<file path="config.mk">
export PLATFORM = sky130hd
export DESIGN_NAME = view_vertex_transform
export DESIGN_NICKNAME = d
export VERILOG_FILES = /design/src/rtl/view_vertex_transform.sv
export SDC_FILE = /design/constraint.sdc
export NUM_CORES = 2
export LEC_CHECK = 0
export BUFFER_PORTS_ARGS = -buffer_cell sky130_fd_sc_hd__buf_2
export CAP_MARGIN = 20
export CORE_MARGIN = 10
export CORE_UTILIZATION = 40
export CTS_CLUSTER_DIAMETER = 30
export CTS_CLUSTER_SIZE = 12
export DETAILED_ROUTE_END_ITERATION = 10
export PLACE_DENSITY = 0.55
export RECOVER_POWER = 100
export SLEW_MARGIN = 25
export SYNTH_ARGS = -nofsm -noshare
export SYNTH_HDL_FRONTEND = slang
export SYNTH_SLANG_ARGS = --single-unit
export TNS_END_PERCENT = 10
</file>
<file path="constraint.sdc">
create_clock -name Clk -period 11.5 [get_ports Clk]
set_clock_uncertainty 0.1 [all_clocks]
set_input_delay 1.725 -clock Clk [delete_from_list [all_inputs] [get_ports Clk]]
set_output_delay 1.725 -clock Clk [all_outputs]
set_load 0.005 [all_outputs]
</file>
<file path="src/rtl/view_vertex_transform.sv">
// 4x4 signed fixed-point matrix times vertex (implicit w = 1); one output row per cycle.
// Build option VIEW_VERTEX_TRANSFORM_SAT_EN clamps out-of-range rows, otherwise they wrap.
module view_vertex_transform #(
    parameter int WI  = 8,
    parameter int WF  = 8,
    parameter int WOI = 8,
    parameter int WOF = 8
) (
    input  logic                       Clk,
    input  logic                       Reset_n,
    input  logic [15:0][WI+WF-1:0]     view_matrix,
    input  logic [WI+WF-1:0]           in_x,
    input  logic [WI+WF-1:0]           in_y,
    input  logic [WI+WF-1:0]           in_z,
    input  logic                       in_valid,
    output logic                       in_ready,
    output logic [WOI+WOF-1:0]         out_x,
    output logic [WOI+WOF-1:0]         out_y,
    output logic [WOI+WOF-1:0]         out_z,
    output logic [WOI+WOF-1:0]         out_w,
    output logic                       out_valid,
    input  logic                       out_ready,
    output logic                       overflow
);
    localparam int W   = WI + WF;
    localparam int WO  = WOI + WOF;
    localparam int PW  = 2 * W;
    localparam int SW  = PW + 2;
    localparam int SH  = 2 * WF - WOF;
    localparam int SHA = (SH < 0) ? -SH : SH;
    localparam int XW  = SW + 1 + SHA;

    localparam logic [1:0] S_IDLE = 2'd0;
    localparam logic [1:0] S_CALC = 2'd1;
    localparam logic [1:0] S_DONE = 2'd2;

    localparam logic [WO-1:0] OUT_MAX = {1'b0, {(WO-1){1'b1}}};
    localparam logic [WO-1:0] OUT_MIN = {1'b1, {(WO-1){1'b0}}};

    // Full-width signed product of two W-bit entries.
    function automatic logic signed [PW-1:0] smul(input logic [W-1:0] a, input logic [W-1:0] b);
        logic signed [PW-1:0] ea;
        logic signed [PW-1:0] eb;
        ea = $signed({{W{a[W-1]}}, a});
        eb = $signed({{W{b[W-1]}}, b});
        return ea * eb;
    endfunction

    // True when the value is representable in WO signed bits.
    function automatic logic fits(input logic [XW-1:0] v);
        logic [XW-WO:0] top;
        top = v[XW-1:WO-1];
        return (&top) | ~(|top);
    endfunction

    logic [1:0]             r_state;
    logic [1:0]             r_row;
    logic [15:0][W-1:0]     r_m;
    logic [W-1:0]           r_x;
    logic [W-1:0]           r_y;
    logic [W-1:0]           r_z;
    logic [WO-1:0]          r_out_x;
    logic [WO-1:0]          r_out_y;
    logic [WO-1:0]          r_out_z;
    logic [WO-1:0]          r_out_w;
    logic                   r_out_valid;
    logic                   r_overflow;
    logic                   r_in_ready;

    logic [W-1:0]           w_m0;
    logic [W-1:0]           w_m1;
    logic [W-1:0]           w_m2;
    logic [W-1:0]           w_m3;
    logic signed [PW-1:0]   w_p0;
    logic signed [PW-1:0]   w_p1;
    logic signed [PW-1:0]   w_p2;
    logic signed [PW-1:0]   w_p3;
    logic signed [SW-1:0]   w_sum;
    logic signed [XW-1:0]   w_ext;
    logic signed [XW-1:0]   w_scaled;
    logic                   w_fit;
    logic [WO-1:0]          w_res;

    assign w_m0 = r_m[{r_row, 2'b00}];
    assign w_m1 = r_m[{r_row, 2'b01}];
    assign w_m2 = r_m[{r_row, 2'b10}];
    assign w_m3 = r_m[{r_row, 2'b11}];

    assign w_p0 = smul(w_m0, r_x);
    assign w_p1 = smul(w_m1, r_y);
    assign w_p2 = smul(w_m2, r_z);
    // Constant 1.0 at product scale is the entry shifted up by WF.
    assign w_p3 = $signed({{WI{w_m3[W-1]}}, w_m3, {WF{1'b0}}});

    assign w_sum = $signed({{2{w_p0[PW-1]}}, w_p0}) + $signed({{2{w_p1[PW-1]}}, w_p1})
                 + $signed({{2{w_p2[PW-1]}}, w_p2}) + $signed({{2{w_p3[PW-1]}}, w_p3});

    assign w_ext = $signed({{(XW-SW){w_sum[SW-1]}}, w_sum});

    generate
        if (SH > 0) begin : g_round
            localparam logic signed [XW-1:0] RND = {{(XW-1){1'b0}}, 1'b1} << (SH - 1);
            logic signed [XW-1:0] w_biased;
            assign w_biased = w_ext + RND;
            assign w_scaled = w_biased >>> SH;
        end else begin : g_shl
            assign w_scaled = w_ext <<< SHA;
        end
    endgenerate

    assign w_fit = fits(w_scaled);

    // Out-of-range handling: clamp or keep the low bits.
    always_comb begin
        w_res = w_scaled[WO-1:0];
`ifdef VIEW_VERTEX_TRANSFORM_SAT_EN
        if (!w_fit) begin
            if (w_scaled[XW-1]) begin
                w_res = OUT_MIN;
            end else begin
                w_res = OUT_MAX;
            end
        end else begin
            w_res = w_scaled[WO-1:0];
        end
`endif
    end

    // Control FSM, operand snapshot and row result registers.
    always_ff @(posedge Clk) begin
        if (!Reset_n) begin
            r_state     <= S_IDLE;
            r_row       <= 2'd0;
            r_m         <= '0;
            r_x         <= '0;
            r_y         <= '0;
            r_z         <= '0;
            r_out_x     <= '0;
            r_out_y     <= '0;
            r_out_z     <= '0;
            r_out_w     <= '0;
            r_out_valid <= 1'b0;
            r_overflow  <= 1'b0;
            r_in_ready  <= 1'b1;
        end else begin
            case (r_state)
                S_IDLE: begin
                    if (in_valid && r_in_ready) begin
                        r_m        <= view_matrix;
                        r_x        <= in_x;
                        r_y        <= in_y;
                        r_z        <= in_z;
                        r_row      <= 2'd0;
                        r_overflow <= 1'b0;
                        r_in_ready <= 1'b0;
                        r_state    <= S_CALC;
                    end
                end
                S_CALC: begin
                    if (!w_fit) begin
                        r_overflow <= 1'b1;
                    end
                    r_row <= r_row + 2'd1;
                    case (r_row)
                        2'd0: r_out_x <= w_res;
                        2'd1: r_out_y <= w_res;
                        2'd2: r_out_z <= w_res;
                        2'd3: begin
                            r_out_w     <= w_res;
                            r_out_valid <= 1'b1;
                            r_state     <= S_DONE;
                        end
                        default: r_state <= S_IDLE;
                    endcase
                end
                S_DONE: begin
                    if (out_ready) begin
                        r_out_valid <= 1'b0;
                        r_in_ready  <= 1'b1;
                        r_state     <= S_IDLE;
                    end
                end
                default: begin
                    r_state     <= S_IDLE;
                    r_out_valid <= 1'b0;
                    r_in_ready  <= 1'b1;
                end
            endcase
        end
    end

    assign in_ready  = r_in_ready;
    assign out_x     = r_out_x;
    assign out_y     = r_out_y;
    assign out_z     = r_out_z;
    assign out_w     = r_out_w;
    assign out_valid = r_out_valid;
    assign overflow  = r_overflow;

endmodule
</file>
# After elaboration in Yosys (flattened, before gate mapping)
# Index checks and enable logic that the tools add are counted.
dict set report op_classes {
  addsub 5
  n_mul 3
  n_div 0
  order_cmp 4
  eq_ne 9
  shifts 0
  muxes 22
  n_bitwise 4
  reduce_logical 16
}
# op count
set ops {}
lappend ops {{$bmux W16 S2} 4}
lappend ops {{$mul A16 B16 Y32} 3}
lappend ops {{$mux W16} 4}
lappend ops {{$add A34 B9 Y35 const B} 1}
lappend ops {{$add A33 B32 Y34} 1}
lappend ops {{$add A34 B24 Y34} 1}
lappend ops {{$add A32 B32 Y33} 1}
lappend ops {{$lt A4 B5 Y1 const B} 4}
lappend ops {{$reduce_and A20 Y1} 1}
lappend ops {{$reduce_or A20 Y1} 1}
lappend ops {{$reduce_and A2 Y1} 6}
lappend ops {{$reduce_and A3 Y1} 4}
lappend ops {{$mux W2} 4}
lappend ops {{$ne A2 B2 Y1 const B} 4}
lappend ops {{$eq A2 B2 Y1 const B} 3}
lappend ops {{$pmux W1 S3} 2}
lappend ops {{$pmux W2 S3} 1}
lappend ops {{$mux W1} 5}
lappend ops {{$eq A2 B1 Y1 const B} 2}
lappend ops {{$logic_not A2 Y1} 2}
lappend ops {{$pmux W2 S2} 1}
lappend ops {{$not A1 Y1} 3}
lappend ops {{$add A2 B1 Y2 const B} 1}
lappend ops {{$pmux W1 S2} 1}
lappend ops {{other kinds (3)} 3}
dict set report word_totals {
  reg_bits 375
  latchBits 0
  ramBits 0
  mem_bits_ro 0
  inputBits 308
  output_inout_bits 67
  n_memories 0
}

# Depth between registers and ports, before layout
dict set report depth {
  ltp_word 12
  depth_mapped 35
}

# Least setup slack after synthesis
# Ideal clock, no wire load.
dict set report synth_timing {
  kind {register to register}
  start {register r_row[1]}
  end {register r_overflow, in the netlist overflow}
  setup_time_ps 122
  arrival_time_ps 9641
  required_ps 11278
  slack_ps 1637
  stages_incl_launch_ff 29
  path_buffers 3
  cell_sequence {dfxtp_1 buf_1 clkbuf_1 mux4_2 clkbuf_1 nand2_1 inv_1 fa_1 inv_1 fa_1 fa_1 fa_1 inv_1 fa_1 fa_1 fa_1 fa_1 fa_1 ha_1 a21oi_1 nand2_1 a221o_1 a221oi_4 o31ai_2 xor2_1 nor4_1 nand4_1 o211a_1 a311o_1}
}
dict set report synth_between {
  elab_chain_cells 12
  elab_cells_between_ends 21
  cone_classes {add/sub (4); mul (3); eq/ne (1); mux (8); bitwise (2); reduce/logical (3)}
}
# item line_no
set synth_lines {}
lappend synth_lines {{start, declared} 57} ;# logic [1:0] r_row;
lappend synth_lines {{start signal, assigned} 163} ;# r_row <= r_row + 2'd1;
lappend synth_lines {{$bmux W16 S2, on equally long branches} {84, 85}}
lappend synth_lines {{$mux W16, on equally long branches} {84, 85}}
lappend synth_lines {{$mul A16 B16 Y32} 46} ;# return ea * eb;
lappend synth_lines {{$add A32 B32 Y33} 95} ;# assign w_sum = $signed({{2{w_p0[PW-1]}}, w_p0}) + $signed({{2{w_p1[PW-1]}}, w_p1})
lappend synth_lines {{$add A33 B32 Y34} 96} ;# + $signed({{2{w_p2[PW-1]}}, w_p2}) + $signed({{2{w_p3[PW-1]}}, w_p3});
lappend synth_lines {{$add A34 B24 Y34 *} 96}
lappend synth_lines {{$add A34 B9 Y35 *} 104} ;# assign w_biased = w_ext + RND;
lappend synth_lines {{$reduce_or A20 Y1} 53} ;# return (&top) | ~(|top);
lappend synth_lines {{$not A1 Y1} 53}
lappend synth_lines {{$or A1 B1 Y1 *} 53}
lappend synth_lines {{$ne A2 B2 Y1 (no line) *} n/a}
lappend synth_lines {{$reduce_and A3 Y1 (no line) *} n/a}
lappend synth_lines {{end signal, assigned} 143} ;# r_overflow <= 1'b0;
lappend synth_lines {{end signal, assigned} 154} ;# r_overflow <= 1'b0;
lappend synth_lines {{end signal, assigned} 161} ;# r_overflow <= 1'b1;
lappend synth_lines {{end, declared} 67} ;# logic r_overflow;
# Mark *: on every way between the ends. The rest lies on a longest branch, timed or not. The select of a mux whose other input is x is not followed.
# A chain may end at the register's enable or synchronous reset.

# Worst setup path after layout
dict set report layout_timing {
  start {register r_row[0]}
  end {register r_overflow, in the netlist overflow}
}
# Same word-level chain as after synthesis.

==> run metrics <==
port buffer count=374; chip height=around 360 µm; type of origin of the critical path=flip-flop; DR vias=32448; routed length on met2=66200 µm; RR Endpoint=overflow; gr usage total=21.1%; grt total ovfl=0; synthesis-to-layout area growth=14.0%; sequential area share after synthesis=16.4%; worst vdd ir=0.244 mV; H-tree depth=3; outcome=complete, but fails checks; antenna violations before repair=20; final wirelength=130000 µm; vias in the first global route=35878; # setup viols final=0; Clock transition at path regs=0.04 ns; critical path class=flip-flop to flip-flop; Pleak=22.0 nW; CTS tree=built; first-pass GRT wire length=208000 µm; worst skew pair latency=0.69 ns; Slew Limit Fails=544; critical path data required time=around 12 ns; hold buffer count at cts=0; reg2reg start=r_row[0]; Core Region=113000 µm²; CP Max Fanout=29; Slew @ Worst Pin=4.22 ns; drt drc=0; largest net degree at the start of global routing=around 120; row count=123; cell area after synthesis=45700 µm²; Final Wtd Congestion=0.885; I/O pin cnt=375; clk sinks=~380; Mean Syn Cell Area=9.47 µm²; Initial DRC Count=1798; Antenna Nets Post-Route=0; top routing layer in use=met5; TritonCTS Buffers=95; CP peak stage delay=0.82 ns; CP Launch Point=r_row[0]; die width=358 µm; most common cell after layout, fill and taps aside=nand2_1; Post-DP HPWL=108000 µm; DRT met1 WL=approximately 53000 µm; Seq cells post-synth=375; die area=between 100000 and 150000 µm²; Worst R2R Path Depth=28; failing checks=max-capacitance violations, max-slew violations; pwr dens=141 nW/µm²; Crit path top cell by count=fa_1; final worst slack=between 1 and 1.5 ns; layout filler cell count=11111; worst path arrival time=10.73 ns; Synth Flop Type=dfxtp_1; crit path to=overflow; final layout net count=6536; fmax=~97 MHz; Post-synth ARST share=0%; Relative slew margins=-181%; post-CTS setup buffer count=0; reg2reg setup slack=1.21 ns; most frequent cells in the layout=nand2_1, fa_1, inv_1; layout cells sized above 1=10.8%; drt first pass iters=7; RSZ-0062 raised after global routing=false; slowest library cell on the worst path=mux4_2; library cells used by synthesis=52; Crit. End Element=flip-flop; hold crit path type=flip-flop to flip-flop; clk root buf=clkbuf_16; max-cap violation count=6; initial core utilization=40.4%; Yosys warnings=0; post-route minimum period=10.29 ns; met3 WL=6830 µm; routed len/inst=19.6 µm; Post-Synthesis Cells=between 4000 and 5000; TNS Setup=0 ns; Post-synth EDFFs=0; CTS Buffer Depth=3; CTS resizes=0; syn nets=6281; pre-CTS setup slack=roughly 1.3 ns; Via density=4.87; Final Hold Vio Count=0; fin crit share=between 80% and 90%
-- final cells by class --
type | count | area (µm²) | area share, %
clock buffers | 126 | 2650 | 5.08
flip-flops and latches | 375 | 7510 | 14.4
inverters | 913 | 3430 | 6.58
clock inverters | 45 | 817 | 1.57
well taps | 1500 | 1880 | 3.60
diodes | 5 | 12.5 | 0.0240
repair buffers | 397 | 1940 | 3.73
multi-input cells | 3297 | 33900 | 65.0
-- routing by layer --
metal	up-vias	global-route usage (%)
met5	-	0
met4	20	7.38
met3	221	4.07
met2	761	36.6
met1	16554	25.9
li1	14892	-
-- report_power, final --
group	switching [mW]	leakage [nW]	internal [mW]
combinational	1.86	17.2	1.13
clock	0.870	1.65	1.97
sequential	0.118	3.06	1.40
total	2.85	22.0	4.50
-- synthesized netlist by cell type (2+ instances only) --
cell | count | share of area (%)
nand2_1 | 1068 | 8.8
fa_1 | 959 | 42
inv_1 | 912 | 7.5
and2_1 | 404 | 5.5
dfxtp_1 | 375 | 16
a21boi_0 | 343 | 5.6
clkbuf_1 | 221 | 1.8
ha_1 | 190 | 5.2
mux4_2 | 64 | 3.2
o21ai_0 | 43 | 0.47
nand2b_1 | 30 | 0.41
xnor2_1 | 29 | 0.56
a21oi_1 | 28 | 0.31
nor2_1 | 22 | 0.18
nor2b_1 | 18 | 0.25
buf_1 | 17 | 0.14
nand3_1 | 17 | 0.19
xor2_1 | 13 | 0.25
a21o_1 | 9 | 0.15
and3_1 | 5 | 0.068
a211oi_1 | 4 | 0.066
nor3_1 | 4 | 0.044
o21bai_1 | 4 | 0.066
a31oi_1 | 3 | 0.041
and4_1 | 3 | 0.058
nand4_1 | 3 | 0.041
o211ai_1 | 3 | 0.049
a41oi_1 | 2 | 0.038
nor4_1 | 2 | 0.027
o21a_1 | 2 | 0.033
o21ai_1 | 2 | 0.022
o221ai_1 | 2 | 0.038
o22ai_1 | 2 | 0.027
o31ai_1 | 2 | 0.033
or3_1 | 2 | 0.027
-- state kept, by name, indices dropped and copies added, names as in the netlist --
| register | cells |
|---|---|
| r_y | 16 |
| out_y | 16 |
| r_row | 2 |
| out_w | 16 |
| r_z | 16 |
| out_valid | 1 |
| overflow | 1 |
| r_x | 16 |
| r_state | 2 |
| r_m | 256 |
| out_z | 16 |
| out_x | 16 |
| in_ready | 1 |
-- metrics by stage --
step	utilization [%]	instance area (µm²)	std cells	power (mW)	hold WS (ns)
2_1_floorplan	-	45700	4824	3.56	0.340
3_3_place_gp	43.1	48700	6482	4.51	0.349
3_5_place_dp	43.1	48700	6482	4.56	0.356
4_1_cts	46.2	52200	6653	7.44	0.362
5_1_grt	46.1	52100	6657	7.85	0.379
6_report	46.1	52100	6658	7.35	0.361
-- how the worst min path moves through the flow --
stage               startpoint        end  slack (ns)  cells after the start
detailed placement   out_x[12]  out_x[12]        0.36                      2
global placement       r_m[47]    r_m[47]        0.35                      2
CTS                  out_x[12]  out_x[12]        0.36                      2
finish                r_m[170]   r_m[170]        0.36                      2
floorplan             r_m[100]   r_m[100]        0.34                      2
global route          r_m[180]   r_m[180]        0.38                      2
-- logic make-up (layout without fill, tap and decap cells) --
group                    Yosys count  after routing  share of synthesized area [%]
AND/OR/NAND/NOR                 1583           1583                           15.7
buffers and inverters           1152           1481                           9.47
adder cells (fa/ha/maj)         1149           1149                           47.2
AO/OA/AOI/OAI                    458            458                           7.20
flip-flops                       375            375                           16.4
multiplexers                      65             65                           3.18
XOR/XNOR                          42             42                          0.805
other                              0              5                              0
-- critical path: cells and delay by family (launching register included) --
family                     cells  cell delay (ns)
and+or+nand+nor                5             1.31
xor gates and xnor gates       1             0.15
buffers and inverters          6             0.82
DFF                            1             0.70
muxes                          1             0.82
AOI/OAI and AO/OA              5             1.34
adders and majority gates     10             4.91
Note: power is estimated with default switching activity, not from simulation.
